**config.mk**
```make
export PLATFORM = sky130hd
export DESIGN_NAME = spi_boot_loader
export DESIGN_NICKNAME = d
export VERILOG_FILES = /design/src/rtl/spi_boot_pkg.sv /design/src/rtl/spi_boot_shifter.sv /design/src/rtl/spi_boot_loader.sv
export SDC_FILE = /design/constraint.sdc
export NUM_CORES = 1
export LEC_CHECK = 0
export BUFFER_PORTS_ARGS = -buffer_cell sky130_fd_sc_hd__buf_4
export CORE_MARGIN = 2
export CORE_UTILIZATION = 51
export CTS_BUF_LIST = sky130_fd_sc_hd__clkbuf_4
export DETAILED_ROUTE_END_ITERATION = 10
export GPL_ROUTABILITY_DRIVEN = 0
export PLACE_DENSITY = 0.9
export SYNTH_ARGS = -nofsm -noshare
export SYNTH_HDL_FRONTEND = slang
export SYNTH_SLANG_ARGS = --single-unit
```
**constraint.sdc**
```tcl
create_clock -name clk -period 2.2 [get_ports clk]
set_clock_uncertainty 0.05 [all_clocks]
set_input_delay 0.11 -clock clk [delete_from_list [all_inputs] [get_ports clk]]
set_output_delay 0.11 -clock clk [all_outputs]
set_load 0.01 [all_outputs]
```
**src/rtl/spi_boot_pkg.sv**
```systemverilog
// spi_boot_pkg: shared types and constants for the SPI boot loader.
//   boot_state_e  - boot sequencer states
//   CMD_WRITE_MEM - SPI slave "write memory" opcode
//   CMD_BITS      - opcode length in bits
//   WORD_BITS     - address / data word length in bits
package spi_boot_pkg;

  typedef enum logic [2:0] {
    ST_IDLE,
    ST_SETUP,
    ST_CMD,
    ST_ADDR,
    ST_FETCH,
    ST_DATA,
    ST_HOLD,
    ST_DONE
  } boot_state_e;

  localparam logic [7:0] CMD_WRITE_MEM = 8'h02;
  localparam int         CMD_BITS      = 8;
  localparam int         WORD_BITS     = 32;

endpackage

```
**src/rtl/spi_boot_shifter.sv**
```systemverilog
// spi_boot_shifter: SPI mode-0 bit engine. Generates SCK from a half-period
// down-counter, shifts a word out MSB first and counts the remaining bits.
//   clk, rst   - system clock, synchronous active-high reset
//   load       - load data/nbits, restart in the SCK-low phase
//   en         - advance the divider and shifting
//   data       - word to send, left-aligned (bit 31 goes first)
//   nbits      - number of bits to send (1..32)
//   sck, sdo   - SPI clock and data out
//   bit_done   - last cycle of a bit (end of the SCK-high phase)
//   word_done  - last cycle of the final bit
module spi_boot_shifter #(
  parameter int CLK_DIV = 4
) (
  input  logic        clk,
  input  logic        rst,
  input  logic        load,
  input  logic        en,
  input  logic [31:0] data,
  input  logic [5:0]  nbits,
  output logic        sck,
  output logic        sdo,
  output logic        bit_done,
  output logic        word_done
);

  localparam logic [7:0] DIV_M1 = 8'(CLK_DIV - 1);

  logic [7:0]  div_q;
  logic        sck_q;
  logic [31:0] sh_q;
  logic [5:0]  cnt_q;
  logic        div_tc;

  assign div_tc = (div_q == 8'd0);

  always_ff @(posedge clk) begin
    if (rst) begin
      div_q <= DIV_M1;
      sck_q <= 1'b0;
      sh_q  <= '0;
      cnt_q <= '0;
    end else if (load) begin
      div_q <= DIV_M1;
      sck_q <= 1'b0;
      sh_q  <= data;
      cnt_q <= nbits;
    end else if (en) begin
      if (div_tc) begin
        div_q <= DIV_M1;
        sck_q <= ~sck_q;
        // Shift at the end of the high phase so sdo changes on the
        // first cycle of the next low phase.
        if (sck_q) begin
          sh_q  <= {sh_q[30:0], 1'b0};
          cnt_q <= cnt_q - 6'd1;
        end
      end else begin
        div_q <= div_q - 8'd1;
      end
    end
  end

  assign sck       = sck_q;
  assign sdo       = sh_q[31];
  assign bit_done  = div_tc & sck_q;
  assign word_done = bit_done & (cnt_q == 6'd1);

endmodule

```
**src/rtl/spi_boot_loader.sv**
```systemverilog
// spi_boot_loader: streams 32-bit program words into the PULPino SPI slave
// as one write-memory transaction, then raises fetch enable (one-shot).
//   clk, rst        - system clock, synchronous active-high reset
//   start_i         - pulse, begins a load when idle
//   load_addr_i     - target byte address, sampled with start_i
//   wr_valid_i/wr_data_i/wr_last_i/wr_ready_o - program word stream
//   spi_clk_o, spi_cs_o, spi_sdo_o - SPI master pins (mode 0, CS active low)
//   fetch_enable_o  - high once the image is written
//   busy_o          - transaction in progress
//   words_o         - words accepted in current/last load (saturating)
//   checksum_o      - running sum of accepted words
// Build option: define SPI_BOOT_CHECKSUM_EN to implement checksum_o;
// otherwise it is tied to zero.
//
// state | meaning
// IDLE  | waiting for start_i, CS high
// SETUP | CS low, SCK low for CLK_DIV cycles
// CMD   | shifting the 8-bit write-memory opcode
// ADDR  | shifting the 32-bit target address
// FETCH | SCK low, waiting for a stream word (unbounded stall)
// DATA  | shifting one 32-bit data word
// HOLD  | CS low, SCK low for CLK_DIV cycles after the last word
// DONE  | CS high, fetch enable high until reset
module spi_boot_loader
  import spi_boot_pkg::*;
#(
  parameter int CLK_DIV = 4
) (
  input  logic        clk,
  input  logic        rst,
  input  logic        start_i,
  input  logic [31:0] load_addr_i,
  input  logic        wr_valid_i,
  input  logic [31:0] wr_data_i,
  input  logic        wr_last_i,
  output logic        wr_ready_o,
  output logic        spi_clk_o,
  output logic        spi_cs_o,
  output logic        spi_sdo_o,
  output logic        fetch_enable_o,
  output logic        busy_o,
  output logic [15:0] words_o,
  output logic [31:0] checksum_o
);

  localparam logic [7:0] DIV_M1 = 8'(CLK_DIV - 1);

  boot_state_e state_q, state_d;

  logic [31:0] addr_q;
  logic [7:0]  tmr_q;
  logic        last_q;
  logic [15:0] words_q;

  logic        launch;
  logic        accept;
  logic        tmr_start;

  logic        sh_load;
  logic        sh_en;
  logic [31:0] sh_data;
  logic [5:0]  sh_nbits;
  logic        sh_sck;
  logic        sh_sdo;
  logic        sh_bit_done;
  logic        sh_word_done;
  logic        shift_end;

  assign shift_end = sh_bit_done & sh_word_done;
  assign sh_en     = (state_q == ST_CMD) || (state_q == ST_ADDR) ||
                     (state_q == ST_DATA);

  always_ff @(posedge clk) begin
    if (rst) state_q <= ST_IDLE;
    else     state_q <= state_d;
  end

  always_comb begin
    state_d        = state_q;
    launch         = 1'b0;
    accept         = 1'b0;
    tmr_start      = 1'b0;
    sh_load        = 1'b0;
    sh_data        = '0;
    sh_nbits       = '0;
    wr_ready_o     = 1'b0;
    busy_o         = 1'b0;
    fetch_enable_o = 1'b0;
    case (state_q)
      ST_IDLE: begin
        if (start_i) begin
          launch    = 1'b1;
          tmr_start = 1'b1;
          state_d   = ST_SETUP;
        end
      end
      ST_SETUP: begin
        busy_o = 1'b1;
        if (tmr_q == 8'd0) begin
          sh_load  = 1'b1;
          sh_data  = {CMD_WRITE_MEM, 24'h0};
          sh_nbits = 6'(CMD_BITS);
          state_d  = ST_CMD;
        end
      end
      ST_CMD: begin
        busy_o = 1'b1;
        if (shift_end) begin
          sh_load  = 1'b1;
          sh_data  = addr_q;
          sh_nbits = 6'(WORD_BITS);
          state_d  = ST_ADDR;
        end
      end
      ST_ADDR: begin
        busy_o = 1'b1;
        if (shift_end) state_d = ST_FETCH;
      end
      ST_FETCH: begin
        busy_o     = 1'b1;
        wr_ready_o = 1'b1;
        if (wr_valid_i) begin
          accept   = 1'b1;
          sh_load  = 1'b1;
          sh_data  = wr_data_i;
          sh_nbits = 6'(WORD_BITS);
          state_d  = ST_DATA;
        end
      end
      ST_DATA: begin
        busy_o = 1'b1;
        if (shift_end) begin
          if (last_q) begin
            tmr_start = 1'b1;
            state_d   = ST_HOLD;
          end else begin
            state_d   = ST_FETCH;
          end
        end
      end
      ST_HOLD: begin
        busy_o = 1'b1;
        if (tmr_q == 8'd0) state_d = ST_DONE;
      end
      ST_DONE: begin
        fetch_enable_o = 1'b1;
      end
      default: state_d = ST_IDLE;
    endcase
  end

  always_ff @(posedge clk) begin
    if (rst) begin
      addr_q  <= '0;
      tmr_q   <= '0;
      last_q  <= 1'b0;
      words_q <= '0;
    end else begin
      if (launch) begin
        addr_q  <= load_addr_i;
        words_q <= '0;
      end
      if (tmr_start)            tmr_q <= DIV_M1;
      else if (tmr_q != 8'd0)   tmr_q <= tmr_q - 8'd1;
      if (accept) begin
        last_q <= wr_last_i;
        if (words_q != 16'hFFFF) words_q <= words_q + 16'd1;
      end
    end
  end

`ifdef SPI_BOOT_CHECKSUM_EN
  logic [31:0] csum_q;

  always_ff @(posedge clk) begin
    if (rst)         csum_q <= '0;
    else if (launch) csum_q <= '0;
    else if (accept) csum_q <= csum_q + wr_data_i;
  end

  assign checksum_o = csum_q;
`else
  assign checksum_o = '0;
`endif

  spi_boot_shifter #(
    .CLK_DIV (CLK_DIV)
  ) u_shifter (
    .clk       (clk),
    .rst       (rst),
    .load      (sh_load),
    .en        (sh_en),
    .data      (sh_data),
    .nbits     (sh_nbits),
    .sck       (sh_sck),
    .sdo       (sh_sdo),
    .bit_done  (sh_bit_done),
    .word_done (sh_word_done)
  );

  // SCK idles low outside shifting; sdo is forced low while CS is high.
  assign spi_clk_o = sh_sck;
  assign spi_cs_o  = ~busy_o;
  assign spi_sdo_o = busy_o & sh_sdo;
  assign words_o   = words_q;

endmodule

```
; After elaboration in Yosys (flattened, before gate mapping)
; Cells that the tools add are included.
[word_totals]
wordCells = 97
latchBits = 0
n_memories = 0
rom_bits = 0
regBits = 107
ramBits = 0
[op_classes]
reduce_logical = 17
eq_ne = 16
n_lt_le_gt_ge = 0
muxes = 44
n_addsub = 4
shifts = 0
multipliers = 0
bitwise_logic = 6
n_div = 0
[ops]
columns = cell, n
row1 = two-way mux 32 bit, 6
row2 = one-hot mux 32 bit (3 select lines), 1
row3 = two-way mux 16 bit, 3
row4 = two-way mux 6 bit, 6
row5 = two-way mux 26 bit, 1
row6 = two-way mux 3 bit, 7
row7 = one-hot mux 3 bit (7 select lines), 1
row8 = one-hot mux 6 bit (3 select lines), 1
row9 = "adder 16 x 1 -> 16 bit, second input constant", 1
row10 = zero test 8 bit, 2
row11 = "!= test 16 bit, second input constant", 1
row12 = "subtractor 8 x 1 -> 8 bit, second input constant", 2
row13 = "!= test 2 bit, second input constant", 7
row14 = "equality test 3 bit, second input constant", 4
row15 = two-way mux 1 bit, 11
row16 = two-way mux 8 bit, 1
row17 = AND reduction 8 bit, 1
row18 = nonzero test 2 bit, 4
row19 = nonzero test 8 bit, 1
row20 = nonzero test 7 bit, 1
row21 = "equality test 3 x 2 -> 1 bit, second input constant", 2
row22 = "equality test 6 x 1 -> 1 bit, second input constant", 1
row23 = two-way mux 2 bit, 3
row24 = OR reduction 6 bit, 1
row25 = other kinds (12), 18

; Logic depth before layout (Yosys ltp)
; Gate-level depths: netlist of the first run.
[logic_depth]
word_depth = 8
ltp_mapped = 9
mapped_depth_nobuf = 7

; Modules after synthesis
; From an unflattened synthesis of the first run, not the netlist that was laid out.
[unflattened]
cells_unflattened = 699
area_unflattened_um2 = 5830.6
[modules_own_cells]
columns = module, area_per_inst_um2, n_inst, seq_area_each_um2, cells_each
row1 = spi_boot_loader, 3230.6, 1, 1201.2, 403
row2 = spi_boot_shifter, 2600.0, 1, 940.9, 296

; Least setup slack after synthesis of the first run
; No wires, ideal clock.
[synth_timing]
path_kind = reg-to-reg
start = reg u_shifter.div_q[0]
end = reg u_shifter.sh_q[24]
arrival_ns = 2.032
stages_incl_launch_ff = 8
slack_ns = 0.029
period_less_slack_ns = 2.171
path_buffers = 1
setup_ns = 0.089
path_cell_list = dfxtp_1 inv_1 ha_1 or3b_1 a2111oi_4 buf_6 nand2_1 a311oi_2
[synth_between]
elab_chain_cells = 8
elab_cells_between_ends = 13
[synth_lines]
columns = element, line_no
row1 = from (decl), spi_boot_shifter.sv:28  ; logic [7:0] div_q;
row2 = from (signal assigned), spi_boot_shifter.sv:58  ; div_q <= div_q - 8'd1;
row3 = zero test 8 bit (*), spi_boot_shifter.sv:34  ; assign div_tc = (div_q == 8'd0);
row4 = AND 1 bit, spi_boot_shifter.sv:65  ; assign bit_done = div_tc & sck_q;
row5 = AND 1 bit, spi_boot_shifter.sv:66  ; assign word_done = bit_done & (cnt_q == 6'd1);
row6 = AND 1 bit, spi_boot_loader.sv:69  ; assign shift_end = sh_bit_done & sh_word_done;
row7 = two-way mux 1 bit, spi_boot_loader.sv:108  ; if (shift_end) begin
row8 = one-hot mux 1 bit (3 select lines), spi_boot_loader.sv:89  ; case (state_q)
row9 = nonzero test 2 bit (no line), n/a
row10 = AND reduction 3 bit (no line), n/a
row11 = to (signal assigned), spi_boot_shifter.sv:45  ; sh_q <= data;
row12 = to (signal assigned), spi_boot_shifter.sv:54  ; sh_q <= {sh_q[30:0], 1'b0};
row13 = to (decl), spi_boot_shifter.sv:30  ; logic [31:0] sh_q;
; Every way passes the cells marked *; elsewhere a longest branch is shown, timed or not.
; A chain may end at the register's enable or synchronous reset.

; Worst setup path after layout of the first run
[layout_timing]
start = reg u_shifter.cnt_q[2]
end = reg u_shifter.sh_q[12]
[layout_between]
elab_chain_cells = 7
elab_cells_between_ends = 12
[layout_lines]
columns = element, line_no
row1 = from (decl), spi_boot_shifter.sv:31  ; logic [5:0] cnt_q;
row2 = from (signal assigned), spi_boot_shifter.sv:46  ; cnt_q <= nbits;
row3 = from (signal assigned), spi_boot_shifter.sv:55  ; cnt_q <= cnt_q - 6'd1;
row4 = equality test 6 x 1 -> 1 bit (*), spi_boot_shifter.sv:66
row5 = AND 1 bit (*), spi_boot_shifter.sv:66
row6 = AND 1 bit (*), spi_boot_loader.sv:69
row7 = two-way mux 1 bit, spi_boot_loader.sv:108
row8 = one-hot mux 1 bit (3 select lines), spi_boot_loader.sv:89
row9 = nonzero test 2 bit (no line), n/a
row10 = AND reduction 3 bit (no line), n/a
; Marks and branches as above.

==> summary.md, run 1 <==
| Metric | Value |
|---|---|
| Status | `finished with violations` |
| Failing checks | `hold timing, setup timing` |
| Top post-synthesis cells by count | `nand2_1 (140), dfxtp_1 (107), nor2_1 (45), a21oi_1 (44), buf_4 (32)` |
| Design Power | `5.77 mW` |
| Min-Delay Path Depth | `3` |
| DR pass1 iterations | `5` |
| Main area contributors after synthesis | `dfxtp_1 (38%), nand2_1 (9.4%), a221oi_2 (7.8%)` |
| CTS max path bufs | `2` |
| Number of routed nets with antenna violations | `0` |
| Non-Filler Instances | `945` |
| Final worst-path cycle share | `111%` |
| Die Ht | `109 um` |
| FILL cells | `698` |
| Final nets | `874` |
| Final hold violation count | `2` |
| DIE AREA | `0.0119 mm2` |
| Startpoint Class | `register` |
| Inserted Clock Buffers | `9` |
| Largest net degree at the start of global routing | `46` |
| Cell Rows | `38` |
| Core area | `0.0108 mm2` |
| Slew headroom | `62.7%` |
| Yosys reg bits | `107` |
| # clock sinks | `107` |
| Post-synth design cell area | `0.00561 mm2` |
| Finish-stage setup viols | `30` |
| PnR worst setup slack | `-0.242 ns` |
| Synth-to-Final Area Change | `33.4%` |
| Clk slew on worst S/H paths | `0.16 ns` |
| WL/cell | `18.6 um` |
| YS warnings | `0` |
| I/O pin count | `123` |
| Via/cell ratio | `5.98` |
| Initial core utilization | `52.0%` |
| Clock Tree Root | `clkbuf_4` |
| DP HPWL | `9570 um` |
| Beginning of the critical path | `u_shifter.cnt_q[2]` |
| Cells after synthesis | `633` |
| Crit-path max FO | `26` |
| Cell count after placement | `858` |
| Max-cap violations | `0` |
| Number of flops mapped to enable cells by yosys | `0` |
| First-pass GRT wire length | `23600 um` |
| FFs w/ async S/R, synth | `0%` |
| Fmax | `410 MHz` |
| Register area share after synthesis | `38.2%` |
| RR Startpoint | `u_shifter.cnt_q[2]` |
| Static Leak | `2.94 nW` |
| Port bufs | `90` |
| Share of layout cells above drive strength 1 | `31.0%` |
| Final Max Slew Viols | `0` |
| Worst EP arrival | `2.74 ns` |
| Area of the multi-input gates | `0.00319 mm2` |
| DRC violations left | `0` |
| Kind of critical path | `reg2reg` |
| Dominant cell type by area after synthesis | `dfxtp_1` |
| Req. time, crit path | `2.50 ns` |
| Peak supply drop | `0.474 mV` |
| PwrDens | `771 mW/mm2` |
| Total track usage | `25.2%` |
| Vias in the first global route | `4977` |
| Fin crit period | `2.44 ns` |
| Vias | `5647` |
| Top_reg_cell synth | `dfxtp_1` |
| Hold slack | `-0.0227 ns` |
| CTS tree | `done` |
| Horiz. Die Dim | `109 um` |
| Critical Path End Type | `register` |
| Reg2Reg Depth | `7` |
| Area occupied by registers | `0.00215 mm2` |
| GR Overflow Total | `0` |
| Unrepaired setup endpoints after global routing | `true` |
| First-iteration detailed-routing DRC count | `649` |
| DRT Wirelength | `17600 um` |
| Worst-Skew Late Latency | `0.46 ns` |
| H-tree Lvls | `3` |
| Top-count cell post-synth | `nand2_1` |
| Hold_sp | `wr_data_i[15]` |
| Measured slew at the worst slew-check pin | `0.559 ns` |
| Hold Path Class | `in2reg` |
| Initial antenna violation count | `2` |
| Avg Inst Size Synth | `8.87 um2` |
| Top-area cell type share of the netlist area | `38.2%` |
| Post-synth cell types | `58` |
[cells in the final DEF (no fill, tap or decap), types with 17 or more instances in the layout]
cell,count
nand3_1,17
a311oi_2,28
a221oi_2,28
buf_4,133
dlygate4sd3_1,55
nand2_1,139
conb_1,32
nor2_1,44
dfxtp_1,103
a21oi_1,44
[worst paths after layout]
check / end / slack [ns]
setup reg to reg: u_shifter.sh_q[12] / -0.24
hold reg to reg: addr_q[22] / 0.43
setup / recovery: u_shifter.sh_q[12] / -0.24
hold / removal: u_shifter.sh_q[15] / -0.02
[layout make-up]
| class | count | share of cell area, % |
|---|---|---|
| inverters | 11 | 0.551 |
| repair buffers | 201 | 24.2 |
| multi-input cells | 468 | 42.6 |
| clock inverters | 4 | 0.351 |
| well taps | 140 | 2.34 |
| clock buffers | 12 | 1.20 |
| flip-flops and latches | 107 | 28.7 |
| diodes | 2 | 0.0668 |
[state kept, by name, summed over array words and instances (netlist names)]
register         count
u_shifter.sh_q      32
addr_q              32
words_o             16
tmr_q                8
state_q              3
last_q               1
u_shifter.cnt_q      6
u_shifter.sck        1
u_shifter.div_q      8
[metal layers]
metal / share of wire, % / track usage, %
met3: 6.5 / 4.12
met2: 50 / 43.7
met5: 0 / 0
met4: 5.3 / 13.6
met1: 38 / 29.6
[where the power goes]
part	leakage [nW]	total [mW]	switching [mW]	internal, mW
combinational	2.00	2.24	1.21	1.03
sequential	0.873	2.60	0.291	2.31
clock	0.0693	0.934	0.660	0.274
total	2.94	5.77	2.16	3.61
[cell families (layout without fill, tap and decap cells)]
kind of cell               Yosys count  in the layout  share of synthesized area [%]
buffers and inverters               89            228                           9.57
other                                1             34                         0.0668
DFF                                107            107                           38.2
and+or+nand+nor                    268            268                           22.3
adders and majority gates            7              7                           1.56
AOI/OAI and AO/OA                  136            136                           24.5
xor gates and xnor gates            25             25                           3.90
[critical path, cell delays in order, from the launching register on]
cell      delay [ns]
dfxtp_4         0.39
or4b_4          0.57
nor4_4          0.35
a211oi_4        0.10
buf_4           0.19
buf_12          0.18
a221oi_2        0.37
a311oi_2        0.11
[metrics by stage]
step,util [%],worst slack [ns],instance area (um2),setup TNS (ns)
2_1_floorplan,-,0.0291,5730,0
3_3_place_gp,60.3,0.0238,6510,0
3_5_place_dp,60.3,-0.0692,6510,-1.16
4_1_cts,66.2,-0.0101,7150,-0.0363
5_1_grt,69.4,-0.252,7490,-3.35
6_report,69.4,-0.242,7490,-2.12
[repair_timing]
action | in CTS | in global routing
endpoints found under the setup margin | 32 | 55
hold buffers | 51 | 4
setup buffers | 1 | 8
endpoints found under the hold margin | 51 | 4
resized for setup | 2 | 23
cloned | 0 | 5
pin swaps | 3 | 23
(Power assumes the default switching activity.)
==> inputs of run 2 (changes only) <==
--- a/config.mk
+++ b/config.mk
@@ -8,7 +8,7 @@
 export BUFFER_PORTS_ARGS = -buffer_cell sky130_fd_sc_hd__buf_4
 export CORE_MARGIN = 2
 export CORE_UTILIZATION = 51
-export CTS_BUF_LIST = sky130_fd_sc_hd__clkbuf_4
+export CTS_BUF_LIST = sky130_fd_sc_hd__clkbuf_8
 export DETAILED_ROUTE_END_ITERATION = 10
 export GPL_ROUTABILITY_DRIVEN = 0
 export PLACE_DENSITY = 0.9
==> run 2 against run 1 <==
  * The run still ends with hold timing, setup timing left
  * First-iteration DRC count is 15% lower
  * Via count down 0.21%
  * Non-clock buffer count decreased by 11
  * Clock-buffer cell count decreased by 2
  * Sequential share of layout area down 0.35 points
  * Critical path depth stayed put
  * Die area stayed put
  * Flip-flop and latch count stayed put
  * Total power up 6.7%
  * Critical endpoint is now u_shifter.cnt_q[5]
  * Largest power group unchanged
==> summary.md, run 2 (synthesis gave the netlist of run 1 again) <==
| Metric | Value |
|---|---|
| Failing checks | `hold timing, setup timing` |
| Horiz. Die Dim | `109 um` |
| Unrepaired setup endpoints after global routing | `true` |
| CTS tree | `done` |
| Worst Path Buf+Inv | `2` |
| Via/cell ratio | `6.05` |
| Crit path depth | `7` |
| Slowest CP cell | `or4_4` |
| FILL cells | `686` |
| Most common cell after layout, fill and taps aside | `buf_4` |
| Non-Filler Instances | `932` |
| DP HPWL | `9570 um` |
| Fmax | `416 MHz` |
| Vias in the first global route | `4841` |
| # clock sinks | `107` |
| Worst path max stage delay | `0.52 ns` |
| Cell Rows | `38` |
| Placed cell area | `0.00651 mm2` |
| H-tree Lvls | `3` |
| Beginning of the critical path | `u_shifter.div_q[4]` |
| Startpoint Class | `register` |
| GR Overflow Total | `0` |
| Initial core utilization | `52.0%` |
| Worst-Skew Late Latency | `0.39 ns` |
| Vias | `5635` |
| Inserted Clock Buffers | `9` |
| Kind of critical path | `reg2reg` |
| Total track usage | `24.4%` |
| Reg2Reg Setup Slack | `-0.20 ns` |
| Cell count after placement | `858` |
| Final Max Slew Viols | `0` |
| Static Leak | `3.00 nW` |
| Core area | `0.0108 mm2` |
| Final worst-path cycle share | `109%` |
| Area of the multi-input gates | `0.00326 mm2` |
| CTS max path bufs | `2` |
| Synth-to-Final Area Change | `35.0%` |
| CP endpoint | `u_shifter.cnt_q[5]` |
| Design Power | `6.16 mW` |
| First-iteration detailed-routing DRC count | `551` |
| First-pass GRT wire length | `22900 um` |
| Clock Tree Root | `clkbuf_8` |
| WL/cell | `19.4 um` |
| Share of layout cells above drive strength 1 | `33.0%` |
| DRC violations left | `0` |
| Port bufs | `90` |
| Slew headroom | `62.5%` |
| Total negative slack | `-1.26 ns` |
| Worst-path cell chain | `or4_4 -> buf_6 -> buf_4 -> a2111oi_4 -> a211oi_1 -> a311oi_1 -> nor2_1` |
| PwrDens | `813 mW/mm2` |
| DR pass1 iterations | `5` |
| Core Util, Final | `70.2%` |
| Area occupied by registers | `0.00215 mm2` |
| Initial antenna violation count | `0` |
| FF-to-FF End | `u_shifter.cnt_q[5]` |
| Measured slew at the worst slew-check pin | `0.562 ns` |
| Clk slew on worst S/H paths | `0.11 ns` |
| Worst EP arrival | `2.62 ns` |
| Status | `finished with violations` |
| Hold Path Class | `in2reg` |
| DRT Wirelength | `18100 um` |
| Final hold violation count | `1` |
| Reg2Reg Depth | `7` |
| Critical Path End Type | `register` |
| PnR worst setup slack | `-0.202 ns` |
| Fin crit period | `2.40 ns` |
| CP delay by family, top | `compound AO/OA/AOI/OAI gates` |
| Final nets | `863` |
| Most frequent cells in the layout | `buf_4 (135), nand2_1 (134), dfxtp_1 (102)` |
| Max-cap violations | `0` |
| RR Startpoint | `u_shifter.div_q[4]` |
| Crit-path max FO | `4` |
| Req. time, crit path | `2.42 ns` |
| DIE AREA | `0.0119 mm2` |
| Hold slack | `-0.00726 ns` |
| Finish-stage setup viols | `33` |
| Die Ht | `109 um` |
| Peak supply drop | `0.461 mV` |
| Post-route cell area | `0.00758 mm2` |
| Largest net degree at the start of global routing | `46` |
| Number of routed nets with antenna violations | `0` |
| I/O pin count | `123` |
| Diodes inserted | `0` |
[run 2: cell types whose count changed in the layout (fill, tap and decap cells not counted), moves of 3 or more]
cell,before,now
dlygate4sd3_1,55,34
clkbuf_4,12,0
clkbuf_8,0,10
a221oi_2,28,22
a221oi_4,3,8
nand2_1,139,134
clkbuf_16,4,8
buf_6,2,5
inv_1,9,12
nand2_2,1,4
[run 2: worst reg2reg max path: cells and delay by family, from the launching register on]
kind | cells | cell delay (ns)
compound gates | 3 | 0.96
simple gates | 2 | 0.61
flops | 1 | 0.37
buf+inv | 2 | 0.30
[run 2: stage by stage]
stage          hold slack [ns]  setup slack [ns]
3_3_place_gp             0.306            0.0238
4_1_cts                0.00261           0.00352
5_1_grt                -0.0154            -0.244
2_1_floorplan            0.196            0.0291
3_5_place_dp             0.316           -0.0692
6_report              -0.00726            -0.202
[run 2: cell type report]
cell class	count	area share [%]
clock buffers	10	1.82
inverters	11	0.545
multi-input cells	468	43.0
flip-flops and latches	107	28.4
clock inverters	6	0.446
well taps	140	2.31
repair buffers	190	23.5
[run 2: power by group]
group / internal (mW) / total, mW / switching, mW
clock: 0.437 / 1.14 / 0.703
combinational: 1.14 / 2.40 / 1.26
sequential: 2.31 / 2.62 / 0.309
total: 3.89 / 6.16 / 2.27
[run 2: timing repair]
item	in CTS	in global routing
endpoints found under the hold margin	34	0
gates cloned	0	10
buffers inserted	1	13
pin swaps	3	30
hold buffers	34	0
setup endpoints to repair	31	44
gates resized for setup	4	38
[run 2: routing by layer]
metal | track usage (%) | vias up | wire, um
met1 | 29.1 | 2658 | 6970
li1 | - | 2506 | -
met2 | 42.1 | 361 | 8840
met5 | 0 | - | 0
met4 | 11.2 | 0 | 922
met3 | 4.90 | 110 | 1340
[run 2: worst min path at each step]
stage               startpoint                end  slack, ns  depth (start not counted)
3_3_place_gp    load_addr_i[7]          addr_q[7]       0.31                          3
5_1_grt           wr_data_i[0]  u_shifter.sh_q[0]      -0.02                          3
4_1_cts           wr_data_i[0]  u_shifter.sh_q[0]      0.003                          3
3_5_place_dp   load_addr_i[28]         addr_q[28]       0.32                          3
2_1_floorplan   load_addr_i[0]          addr_q[0]       0.20                          2
6_report          wr_data_i[0]  u_shifter.sh_q[0]     -0.007                          3
==> inputs of run 3 (changes only) <==
--- a/config.mk
+++ b/config.mk
@@ -11,7 +11,9 @@
 export CTS_BUF_LIST = sky130_fd_sc_hd__clkbuf_8
 export DETAILED_ROUTE_END_ITERATION = 10
 export GPL_ROUTABILITY_DRIVEN = 0
-export PLACE_DENSITY = 0.9
+export PLACE_DENSITY = 0.89
+export REMOVE_ABC_BUFFERS = 1
 export SYNTH_ARGS = -nofsm -noshare
 export SYNTH_HDL_FRONTEND = slang
+export SYNTH_HIERARCHICAL = 1
 export SYNTH_SLANG_ARGS = --single-unit
==> run 3 against run 2 <==
  * The flow finishes with violations (setup timing)
  * Maximum frequency is 10% lower
  * Clock-buffer cell count is 1 higher
  * Cell count is 8.0% higher
  * Clock power is 5% higher
  * Critical endpoint is now u_shifter/cnt_q[1]
  * Highest routed layer unchanged
==> summary.md, run 3 <==
| Metric | Value |
|---|---|
| Core Util, Final | `72.0%` |
| Most common cell after layout, fill and taps aside | `buf_4` |
| DRC violations left | `0` |
| Dpl ws | `-0.492 ns` |
| Worst Path Buf+Inv | `3` |
| Vias | `6648` |
| Avg Inst Size Synth | `8.34 um2` |
| Share of layout cells above drive strength 1 | `31.4%` |
| Register area share after synthesis | `36.7%` |
| DP HPWL | `9240 um` |
| Design Power | `7.14 mW` |
| Most frequent cells in the layout | `buf_4 (157), dfxtp_1 (105), nand2_1 (83)` |
| Measured slew at the worst slew-check pin | `0.634 ns` |
| Number of flops mapped to enable cells by yosys | `0` |
| Fin crit period | `2.67 ns` |
| Most Used Layer, Global Route | `met2` |
| Core area | `0.0113 mm2` |
| Top-area cell type share of the netlist area | `36.7%` |
| Post-synth design cell area | `0.00583 mm2` |
| I/O pin count | `123` |
| Total track usage | `29.1%` |
| Failing checks | `setup timing` |
| Final nets | `934` |
| Fmax | `374 MHz` |
| Met3 usage | `4.48%` |
| PnR worst setup slack | `-0.474 ns` |
| H-tree Lvls | `3` |
| Status | `finished with violations` |
| Slowest CP cell | `or3_4` |
| Yosys reg bits | `107` |
| First-iteration detailed-routing DRC count | `1059` |
| Initial antenna violation count | `0` |
| First-pass GRT wire length | `29900 um` |
| Final hold violation count | `0` |
| Clk slew on worst S/H paths | `0.11 ns` |
| Kind of critical path | `reg2reg` |
| Static Leak | `3.09 nW` |
| Post-synth cell types | `65` |
| Max-cap violations | `0` |
| Clock Tree Root | `clkbuf_8` |
| Cell Rows | `39` |
| FFs w/ async S/R, synth | `0%` |
| Placed cell area | `0.00678 mm2` |
| # clock sinks | `107` |
| Unrepaired setup endpoints after global routing | `true` |
| Dominant cell type by area after synthesis | `dfxtp_1` |
| DR pass1 iterations | `6` |
| Port bufs | `90` |
| Crit-path max FO | `4` |
| Req. time, crit path | `2.39 ns` |
| Top-count cell post-synth | `dfxtp_1` |
| Hold Path Class | `in2reg` |
| Critical Path End Type | `register` |
| Number of routed nets with antenna violations | `0` |
| CTS max path bufs | `2` |
| Vias in the first global route | `6134` |
| WL/cell | `20.9 um` |
| DIE AREA | `0.0123 mm2` |
| Cells after synthesis | `699` |
| Met1 GRT Util | `35.0%` |
| PwrDens | `880 mW/mm2` |
| YS warnings | `6` |
| Inserted Clock Buffers | `9` |
| Total negative slack | `-15.81 ns` |
| Final worst-path cycle share | `122%` |
| DRT Wirelength | `21000 um` |
| Top_reg_cell synth | `dfxtp_1` |
| CP delay by family, top | `simple AND/OR/NAND/NOR gates` |
| Initial core utilization | `51.7%` |
| Hold slack | `0.137 ns` |
| Worst-Skew Late Latency | `0.38 ns` |
| CTS tree | `done` |
| Via/cell ratio | `6.60` |
| Diodes inserted | `0` |
| Finish-stage setup viols | `51` |
| Non-Filler Instances | `1007` |
| Cell count after placement | `921` |
| Horiz. Die Dim | `111 um` |
| GR Overflow Total | `0` |
| M2 GR Usage | `49.0%` |
| Top post-synthesis cells by count | `dfxtp_1 (107), nand2_1 (85), clkbuf_1 (54), inv_1 (45), a21oi_1 (42)` |
| Peak supply drop | `0.500 mV` |
| Die Ht | `111 um` |
| Largest net degree at the start of global routing | `47` |
| Main area contributors after synthesis | `dfxtp_1 (37%), nand2_1 (5.5%), a41oi_1 (5.0%)` |
| Slew headroom | `57.7%` |
| Worst-path cell chain | `or3_4 -> nor3_4 -> and4b_1 -> and2_4 -> nand2_4 -> nor3_4 -> or3_4 -> buf_6 -> buf_6 -> nor2_4 -> buf_4 -> o41ai_1 -> o22ai_1` |
| Final Max Slew Viols | `0` |
| Synth-to-Final Area Change | `39.2%` |
| Worst EP arrival | `2.86 ns` |
| Worst path max stage delay | `0.40 ns` |
| Startpoint Class | `register` |
| Post-route cell area | `0.00812 mm2` |
[run 3: cell count changes after synthesis, moves of 29 or more]
cell | previous run | this run
nand2_1 | 140 | 85
o31ai_1 | 0 | 37
inv_1 | 11 | 45
a41oi_1 | 1 | 33
a22o_1 | 0 | 31
a221oi_1 | 2 | 31
a221oi_2 | 29 | 0
[run 3: routing by layer]
layer  wire length (um)  vias to the layer above  part of all wire (%)
li1                   -                     2856                     -
met1               7530                     3096                    36
met2              10100                      551                    48
met3               1980                      145                   9.4
met4               1440                        0                   6.9
met5                  0                        -                     0
[run 3: power by group]
part,switching [mW],internal [mW]
combinational,1.79,1.56
sequential,0.264,2.33
clock,0.720,0.480
[run 3: worst paths after layout]
kind,from,endpoint,cells past startpoint,slack [ns]
max,u_shifter/div_q[3],u_shifter/cnt_q[1],13,-0.47
min,wr_data_i[17],u_shifter/sh_q[17],4,0.14
max reg2reg,u_shifter/div_q[3],u_shifter/cnt_q[1],13,-0.47
min reg2reg,addr_q[17],addr_q[17],2,0.41
[run 3: repair_timing]
item	4_1_cts	5_1_grt
resized for setup	61	40
buffers inserted	18	17
pin swaps	31	13
gates cloned	2	2
hold buffers	33	0
setup endpoints to repair	48	49
hold endpoints to repair	33	0
[run 3: layout make-up]
class                   count  area, um2
well taps                 143        179
inverters                  45        174
repair buffers            214       1930
clock inverters             5       35.0
multi-input cells         482       3500
flip-flops and latches    107       2140
fillers                   700       3160
clock buffers              11        151
[run 3: cells by family after synthesis]
group | after synthesis | share of synthesized area, %
AO/OA/AOI/OAI | 217 | 28.6
flip-flops | 107 | 36.7
adder cells (fa/ha/maj) | 6 | 1.29
buffers and inverters | 145 | 11.8
AND/OR/NAND/NOR | 205 | 18.6
multiplexers | 6 | 1.05
other | 1 | 0.0643
XOR/XNOR | 12 | 1.80
[run 3: worst register-to-register path, delay by kind of cell (launching register included)]
kind	cells	cell delay, ns
buffers and inverters	3	0.44
AND/OR/NAND/NOR	8	1.47
flip-flops	1	0.32
AO/OA/AOI/OAI	2	0.27
